[src/rtl/gba_vram_drawer_responder.sv]
// gba_vram_drawer_responder: memory-side responder for the BG drawer's VRAM
// read interface. The Lo bank covers VRAM bytes 0x00000-0x0FFFF and the Hi
// bank covers 0x10000-0x17FFF. Each bank has its own backing-memory port and
// keeps one tagged result word. CPU VRAM writes are snooped so that the drawer
// is never handed a word that has since been overwritten.

module gba_vram_drawer_responder #(
   parameter int LO_AW = 14,
   parameter int HI_AW = 13
) (
   input  logic             fclk,
   input  logic             reset,
   input  logic [LO_AW-1:0] VRAM_Drawer_addr_Lo,
   input  logic [HI_AW-1:0] VRAM_Drawer_addr_Hi,
   output logic [31:0]      VRAM_Drawer_data_Lo,
   output logic [31:0]      VRAM_Drawer_data_Hi,
   output logic             VRAM_Drawer_valid_Lo,
   output logic             VRAM_Drawer_valid_Hi,
   output logic             lo_mem_req,
   output logic [LO_AW-1:0] lo_mem_addr,
   input  logic             lo_mem_gnt,
   input  logic             lo_mem_rvalid,
   input  logic [31:0]      lo_mem_rdata,
   output logic             hi_mem_req,
   output logic [HI_AW-1:0] hi_mem_addr,
   input  logic             hi_mem_gnt,
   input  logic             hi_mem_rvalid,
   input  logic [31:0]      hi_mem_rdata,
   input  logic             cpu_vram_we,
   input  logic [16:0]      cpu_vram_addr
);

   logic             lo_snoop_we;
   logic             hi_snoop_we;
   logic [LO_AW-1:0] lo_snoop_word;
   logic [HI_AW-1:0] hi_snoop_word;
   logic             unused_byte_lane;

   // Bit 16 picks the bank. The Hi bank ignores bit 15, so writes into the
   // 0x18000-0x1FFFF mirror land on the same Hi words as 0x10000-0x17FFF.
   assign lo_snoop_we      = cpu_vram_we & ~cpu_vram_addr[16];
   assign hi_snoop_we      = cpu_vram_we &  cpu_vram_addr[16];
   assign lo_snoop_word    = cpu_vram_addr[LO_AW+1:2];
   assign hi_snoop_word    = cpu_vram_addr[HI_AW+1:2];
   assign unused_byte_lane = ^cpu_vram_addr[1:0];

   gba_vram_drawer_channel #(
      .AW (LO_AW)
   ) lo_channel (
      .clk          (fclk),
      .reset        (reset),
      .drawer_addr  (VRAM_Drawer_addr_Lo),
      .drawer_data  (VRAM_Drawer_data_Lo),
      .drawer_valid (VRAM_Drawer_valid_Lo),
      .mem_req      (lo_mem_req),
      .mem_addr     (lo_mem_addr),
      .mem_gnt      (lo_mem_gnt),
      .mem_rvalid   (lo_mem_rvalid),
      .mem_rdata    (lo_mem_rdata),
      .snoop_we     (lo_snoop_we),
      .snoop_word   (lo_snoop_word)
   );

   gba_vram_drawer_channel #(
      .AW (HI_AW)
   ) hi_channel (
      .clk          (fclk),
      .reset        (reset),
      .drawer_addr  (VRAM_Drawer_addr_Hi),
      .drawer_data  (VRAM_Drawer_data_Hi),
      .drawer_valid (VRAM_Drawer_valid_Hi),
      .mem_req      (hi_mem_req),
      .mem_addr     (hi_mem_addr),
      .mem_gnt      (hi_mem_gnt),
      .mem_rvalid   (hi_mem_rvalid),
      .mem_rdata    (hi_mem_rdata),
      .snoop_we     (hi_snoop_we),
      .snoop_word   (hi_snoop_word)
   );

endmodule

// gba_vram_drawer_channel: one bank's worth of responder. It holds a single
// registered word tagged with its word address and fetches a new word whenever
// the drawer asks for an address that the tag does not cover.

module gba_vram_drawer_channel #(
   parameter int AW = 14
) (
   input  logic          clk,
   input  logic          reset,
   input  logic [AW-1:0] drawer_addr,
   output logic [31:0]   drawer_data,
   output logic          drawer_valid,
   output logic          mem_req,
   output logic [AW-1:0] mem_addr,
   input  logic          mem_gnt,
   input  logic          mem_rvalid,
   input  logic [31:0]   mem_rdata,
   input  logic          snoop_we,
   input  logic [AW-1:0] snoop_word
);

   typedef enum logic [1:0] {
      ST_IDLE,
      ST_REQ,
      ST_WAIT
   } state_t;

   state_t        state;
   logic [AW-1:0] tag;
   logic          tag_valid;
   logic [AW-1:0] pend_addr;
   logic          pend_stale;
   logic          hit_tag;
   logic          hit_pend;

   // The compare is combinational so that a drawer address change drops
   // valid in the very cycle it happens.
   assign drawer_valid = tag_valid && (tag == drawer_addr);
   assign hit_tag      = snoop_we && tag_valid && (snoop_word == tag);
   assign hit_pend     = snoop_we && (snoop_word == pend_addr);

   // Fetch sequencer, result register and CPU-write snooping for this bank
   always_ff @(posedge clk) begin
      if (reset) begin
         state       <= ST_IDLE;
         tag         <= '0;
         tag_valid   <= 1'b0;
         drawer_data <= '0;
         pend_addr   <= '0;
         pend_stale  <= 1'b0;
         mem_req     <= 1'b0;
         mem_addr    <= '0;
      end else begin
         if (hit_tag) begin
            tag_valid <= 1'b0;
         end

         case (state)
            ST_IDLE: begin
               // A return that straggles in after reset lands here and is
               // deliberately not looked at.
               if (!drawer_valid) begin
                  pend_addr  <= drawer_addr;
                  pend_stale <= 1'b0;
                  mem_req    <= 1'b1;
                  mem_addr   <= drawer_addr;
                  state      <= ST_REQ;
               end
            end

            ST_REQ: begin
               // The address stays frozen here even if the drawer moves on;
               // the next IDLE visit catches up with the new address.
               if (hit_pend) begin
                  pend_stale <= 1'b1;
               end
               if (mem_gnt) begin
                  mem_req <= 1'b0;
                  state   <= ST_WAIT;
               end
            end

            ST_WAIT: begin
               if (mem_rvalid) begin
                  if (!pend_stale && !hit_pend) begin
                     tag         <= pend_addr;
                     drawer_data <= mem_rdata;
                     tag_valid   <= 1'b1;
                  end else if (hit_pend) begin
                     tag_valid <= 1'b0;
                  end
                  pend_stale <= 1'b0;
                  state      <= ST_IDLE;
               end else if (hit_pend) begin
                  pend_stale <= 1'b1;
               end
            end

            default: begin
               state   <= ST_IDLE;
               mem_req <= 1'b0;
            end
         endcase
      end
   end

endmodule

[config.mk]
export PLATFORM = sky130hd
export DESIGN_NAME = gba_vram_drawer_responder
export DESIGN_NICKNAME = d
export VERILOG_FILES = /design/src/rtl/gba_vram_drawer_responder.sv
export SDC_FILE = /design/constraint.sdc
export NUM_CORES = 1
export LEC_CHECK = 0
export CELL_PAD_IN_SITES_DETAIL_PLACEMENT = 1
export CELL_PAD_IN_SITES_GLOBAL_PLACEMENT = 1
export CORE_ASPECT_RATIO = 0.8
export CORE_UTILIZATION = 36
export DETAILED_ROUTE_END_ITERATION = 10
export PLACE_DENSITY = 0.89
export SYNTH_ARGS = -nofsm -noshare
export SYNTH_HDL_FRONTEND = slang
export SYNTH_SLANG_ARGS = --single-unit
[constraint.sdc]
create_clock -name fclk -period 2.92 [get_ports fclk]
set_clock_uncertainty 0.15 [all_clocks]
set_input_delay 0.292 -clock fclk [delete_from_list [all_inputs] [get_ports fclk]]
set_output_delay 0.292 -clock fclk [all_outputs]
set_load 0.01 [all_outputs]
# ---- Word-level counts from Yosys, hierarchy flattened
# Cells that the tools add are included.
dict set report word_totals {
  output_inout_bits 95
  reg_bits 128
  elab_cells 97
}
dict set report op_classes {
  n_bitwise 7
  n_eq_ne 16
  reduce_logical 28
  mux 32
}
# operator count
set op_table {}
lappend op_table {{14-bit == test} 3}
lappend op_table {{13-bit == test} 3}
lappend op_table {{1-bit two-way mux} 20}
lappend op_table {{3-bit AND reduction} 6}
lappend op_table {{2-bit two-way mux} 6}
lappend op_table {{2-bit != test (second input constant)} 6}
lappend op_table {{1-bit one-hot mux with 3 select lines} 4}
lappend op_table {{2-bit one-hot mux with 3 select lines} 2}
lappend op_table {{1-bit logical AND} 10}
lappend op_table {{2-bit AND reduction} 4}
lappend op_table {{3-bit nonzero test} 2}
lappend op_table {{1-bit NOT} 5}
lappend op_table {{2-bit by 1-bit == test with 1-bit output (second input constant)} 2}
lappend op_table {{2-bit == test (second input constant)} 2}
lappend op_table {{1-bit logical NOT} 4}
lappend op_table {{2-bit logical NOT} 2}
lappend op_table {{1-bit AND} 2}

# ---- Depth between registers and ports, before layout
dict set report logic_depth {
  depth_word 9
  mapped_depth 8
}

# ---- Modules after synthesis
# From an unflattened synthesis, not the netlist that was laid out.
dict set report unflattened {
  cells_unflattened 674
  area_unflattened_um2 6418.7
}
# mod instances cells_per_inst seq_area_each_um2 area_each_um2
set by_module_without_submodules {}
lappend by_module_without_submodules {{gba_vram_drawer_channel at hi_channel} 1 329 1261.2 3238.1}
lappend by_module_without_submodules {{gba_vram_drawer_channel at lo_channel} 1 343 1301.2 3164.3}
lappend by_module_without_submodules {gba_vram_drawer_responder 1 2 0.0 16.3}

# ---- Worst setup path before layout
# OpenSTA, ideal clock, no wires.
dict set report synth_timing {
  path_type {register to register}
  start {reg lo_channel.tag[3]}
  end {reg lo_channel.pend_stale}
  stages_incl_launch_ff 7
  slack_ps 956
  arrival_time_ps 1748
  path_buffers 1
  synth_period_minus_slack_ps 1964
  path_cell_list {dfxtp_1 -> xnor2_1 -> nand4_1 -> or4_1 -> buf_2 -> mux2_4 -> a21oi_2}
}
dict set report synth_between {
  elab_chain_cells 4
}
# item line
set synth_rtl {}
lappend synth_rtl {{start, declared} 111} ;# logic [AW-1:0] tag;
lappend synth_rtl {{start signal, assigned} 168} ;# tag <= pend_addr;
lappend synth_rtl {{14-bit == test} 120} ;# assign drawer_valid = tag_valid && (tag == drawer_addr);
lappend synth_rtl {{1-bit logical AND} 120}
lappend synth_rtl {{2-bit != test (no line)} --}
lappend synth_rtl {{2-bit AND reduction (no line)} --}
lappend synth_rtl {{end signal, assigned} 132} ;# pend_stale <= 1'b0;
lappend synth_rtl {{end signal, assigned} 146} ;# pend_stale <= 1'b0;
lappend synth_rtl {{end signal, assigned} 157} ;# pend_stale <= 1'b1;
lappend synth_rtl {{end, declared} 114} ;# logic pend_stale;
# No other way between the ends.
# A chain may end at the register's enable or synchronous reset.

# ---- Worst setup path in the final report
dict set report layout_timing {
  start {reg lo_channel.tag[12]}
  end {out VRAM_Drawer_valid_Lo}
}
dict set report layout_between {
  elab_chain_cells 2
}
# item line
set layout_rtl {}
lappend layout_rtl {{14-bit == test} 120}
lappend layout_rtl {{1-bit logical AND} 120}
lappend layout_rtl {{end, declared} 17} ;# output logic VRAM_Drawer_valid_Lo,
# No other way between the ends.

==> results.cfg <==
[outcome]
status = finished clean

[route]
vias = 5561
drtIter0Drc = 231
ant_nets = 0
wl_um = 20100
drc = 0
drtPass1Iterations = 4
vias_per_cell = 4.93
wl_per_cell_um = 17.8

[critical_path]
cp_max_fo = 3
cp_data_required_time_ns = 2.48
cp.arrival_ns = 2.45
crit_family = simple AND/OR/NAND/NOR gates
crit_chain = xnor2_1, nand4_1, or4_4, inv_1, clkdlybuf4s50_1
cp-start-kind = flop
rr_worst_depth = 7
worstPathBufferInverterCount = 2
cp_slowest_cell = or4_4
max_stage_delay_ns = 0.60
endpoint_kind = output port
path_depth = 5
worst-setup-path-type = flop to output port

[synthesis]
syn-num-nets = 812
ys_types = 37
synth_xor_area_frac = 0.115
synthSimpleGateAreaFrac = 0.182
synth_compound_area_frac = 0.0305
yosys.area.top_type = dfxtp_1
synth_top_family_by_area = multiplexers
synth-warning-count = 0
syn_area_per_cell_um2 = 8.93
synth_mux_area_frac = 0.194
syn-cell-area_mm2 = 0.00615
yosysSeqAreaShare = 0.417
async_flop_share = 0
synth_top_flop_cell = dfxtp_1
synth_edf_count = 0
ys_ff_latch = 128
synth_fa_ha_area_frac = 0.0163
synth_top_area_share = 0.417
syn_inst = 689
ys_top_cells_by_area = dfxtp_1 42%, mux2i_1 19%, nand2_1 11%

[floorplanning]
initial_core_util = 0.370
dieWidth_um = 148
ios = 210
dieHeight_um = 119
die_area_mm2 = 0.0176
placementRows = 42
coreArea_mm2 = 0.0166

[finish]
syn2layout_area_growth_pct = 50.7
multi_input_area_mm2 = 0.00334
nFillCells = 1870
final_common_cell = clkdlybuf4s50_1
nets = 1019
design_area_mm2 = 0.00927
fin_util = 0.558
drive_gt1_frac = 0.0825
diodes = 0
register_area_mm2 = 0.00256
layout_common_cells = 207 x clkdlybuf4s50_1, 185 x nand2_1, 128 x dfxtp_1

[run]
cap_violations = 0

[sta]
tns_ns = 0
rsz0062_at_grt = false
whs_ns = 0.278
post-route-min-period_ns = 2.89
worst_pin_slew_ns = 0.887
setup_viol = 0
relSlewSlack = 0.406
maxSlewViolCount = 0
hold_viol = 0
post-route-period-util = 0.991
max_clock_freq_mhz = 346

[global_route]
grt_start_max_net_pins = 183
grt_antenna_before_repair = 0
gr-total-overflow = 0
grt_pass1_vias = 5917
grt_pass1_wl_um = 31900
grt_util_all_layers = 0.236

[placement]
io_buffers = 207
gp_congestion = 0.828
dpl.hpwl_um = 14800
placed_area_mm2 = 0.00860

[clock_network]
clock_sinks = 128
cts_buffer_depth = 2
clk_latency_ns = 0.42
path_clk_slew_ns = 0.06
cts_tree = done
cts_max_level = 4
clockRootBuffer = clkbuf_16
cts_buffers = 17

[power_and_ir_drop]
finalPower_w = 0.00577
ir_drop_mv = 0.461
power.density_mw_per_mm2 = 622
p_leak_nw = 3.50

[hold_path]
worstHoldPathType = input port to flop
hold_depth = 3
==> cell type report <==
| cell class | instances | area share |
|---|---|---|
| Timing Repair Buffer | 240 | 0.258 |
| Inverter | 11 | 0.00472 |
| Sequential cell | 128 | 0.276 |
| Clock buffer | 19 | 0.0478 |
| Clock inverter | 13 | 0.0227 |
| Multi-Input combinational cell | 498 | 0.361 |
| Tap cell | 220 | 0.0297 |
==> metal layers <==
| layer | vias to the layer above | global-route usage | part of all wire |
|---|---|---|---|
| li1 | 2682 | - | - |
| met1 | 2677 | 0.285 | 0.43 |
| met2 | 179 | 0.395 | 0.47 |
| met3 | 23 | 0.0797 | 0.081 |
| met4 | 0 | 0.0670 | 0.013 |
| met5 | - | 0 | 0 |
==> cell families after synthesis <==
family	Yosys count
adders and majority gates	8
buffers and inverters	63
xor gates and xnor gates	81
muxes	119
and+or+nand+nor	265
DFF	128
AOI/OAI and AO/OA	25
==> synth_stat cells (2+ instances only) <==
library cell  instances
inv_1                11
clkbuf_1             36
mux2i_1             118
nor3_1                3
a31oi_1               2
nor2b_1               5
a211oi_1              5
buf_2                 9
nand3_1               5
a311oi_1              2
nor2_1               33
or4_1                 2
nor4_1                4
a21oi_1               7
xnor2_1              70
xor2_1               11
nor4b_1               2
ha_1                  8
o21ai_0               3
nand2b_1              2
nand2_1             185
dfxtp_1             128
nor4_2                2
nand4_1              18
buf_4                 5
and3_1                2
==> stage by stage <==
stage                     instances  setup WS, ns
after floorplan                 689         0.956
after detailed placement       1097       -0.0408
after CTS                      1129        0.0341
after global placement         1097        0.0792
after global routing           1129       0.00185
final                          1129        0.0277
==> where the power goes <==
group / internal, W / switching (W) / total, W
clock: 0.00154 / 0.000824 / 0.00237
sequential: 0.00189 / 0.000153 / 0.00204
combinational: 0.000739 / 0.000621 / 0.00136
==> repair_timing <==
item,in CTS,in global routing
gates cloned,0,0
gates resized for setup,2,1
endpoints found under the hold margin,0,0
setup endpoints to repair,1,1
pin swaps,0,0
buffers inserted,0,0
hold buffers,0,0
==> path summary, 6_finish.rpt <==
check / to / start / slack [ns]
worst min-delay path: hi_channel.drawer_data[13]$_SDFFE_PP0P_ / hi_mem_rdata[13] / 0.28
worst max register to register: lo_channel.mem_addr[3]$_SDFFE_PP0P_ / lo_channel.tag[12]$_SDFFE_PP0P_ / 0.61
worst max-delay path: VRAM_Drawer_valid_Lo / lo_channel.tag[12]$_SDFFE_PP0P_ / 0.03
worst min register to register: lo_channel.drawer_data[31]$_SDFFE_PP0P_ / lo_channel.drawer_data[31]$_SDFFE_PP0P_ / 0.31
==> registers in the layout, indices dropped and copies added (netlist names) <==
| register | cells |
|---|---|
| hi_channel.drawer_data | 32 |
| lo_channel.drawer_data | 32 |
| lo_channel.mem_addr | 14 |
| lo_channel.tag | 14 |
| hi_channel.mem_addr | 13 |
| hi_channel.tag | 13 |
| hi_channel.state | 2 |
| lo_channel.state | 2 |
| hi_channel.mem_req | 1 |
| hi_channel.pend_stale | 1 |
| hi_channel.tag_valid | 1 |
| lo_channel.mem_req | 1 |
| lo_channel.pend_stale | 1 |
| lo_channel.tag_valid | 1 |
==> tightest hold or removal path: cells and delay by family <==
| family | cells | cell delay (ns) |
|---|---|---|
| buffers and inverters | 1 | 0.40 |
| AND/OR/NAND/NOR | 1 | 0.06 |
| multiplexers | 1 | 0.05 |
(Power assumes the default switching activity.)
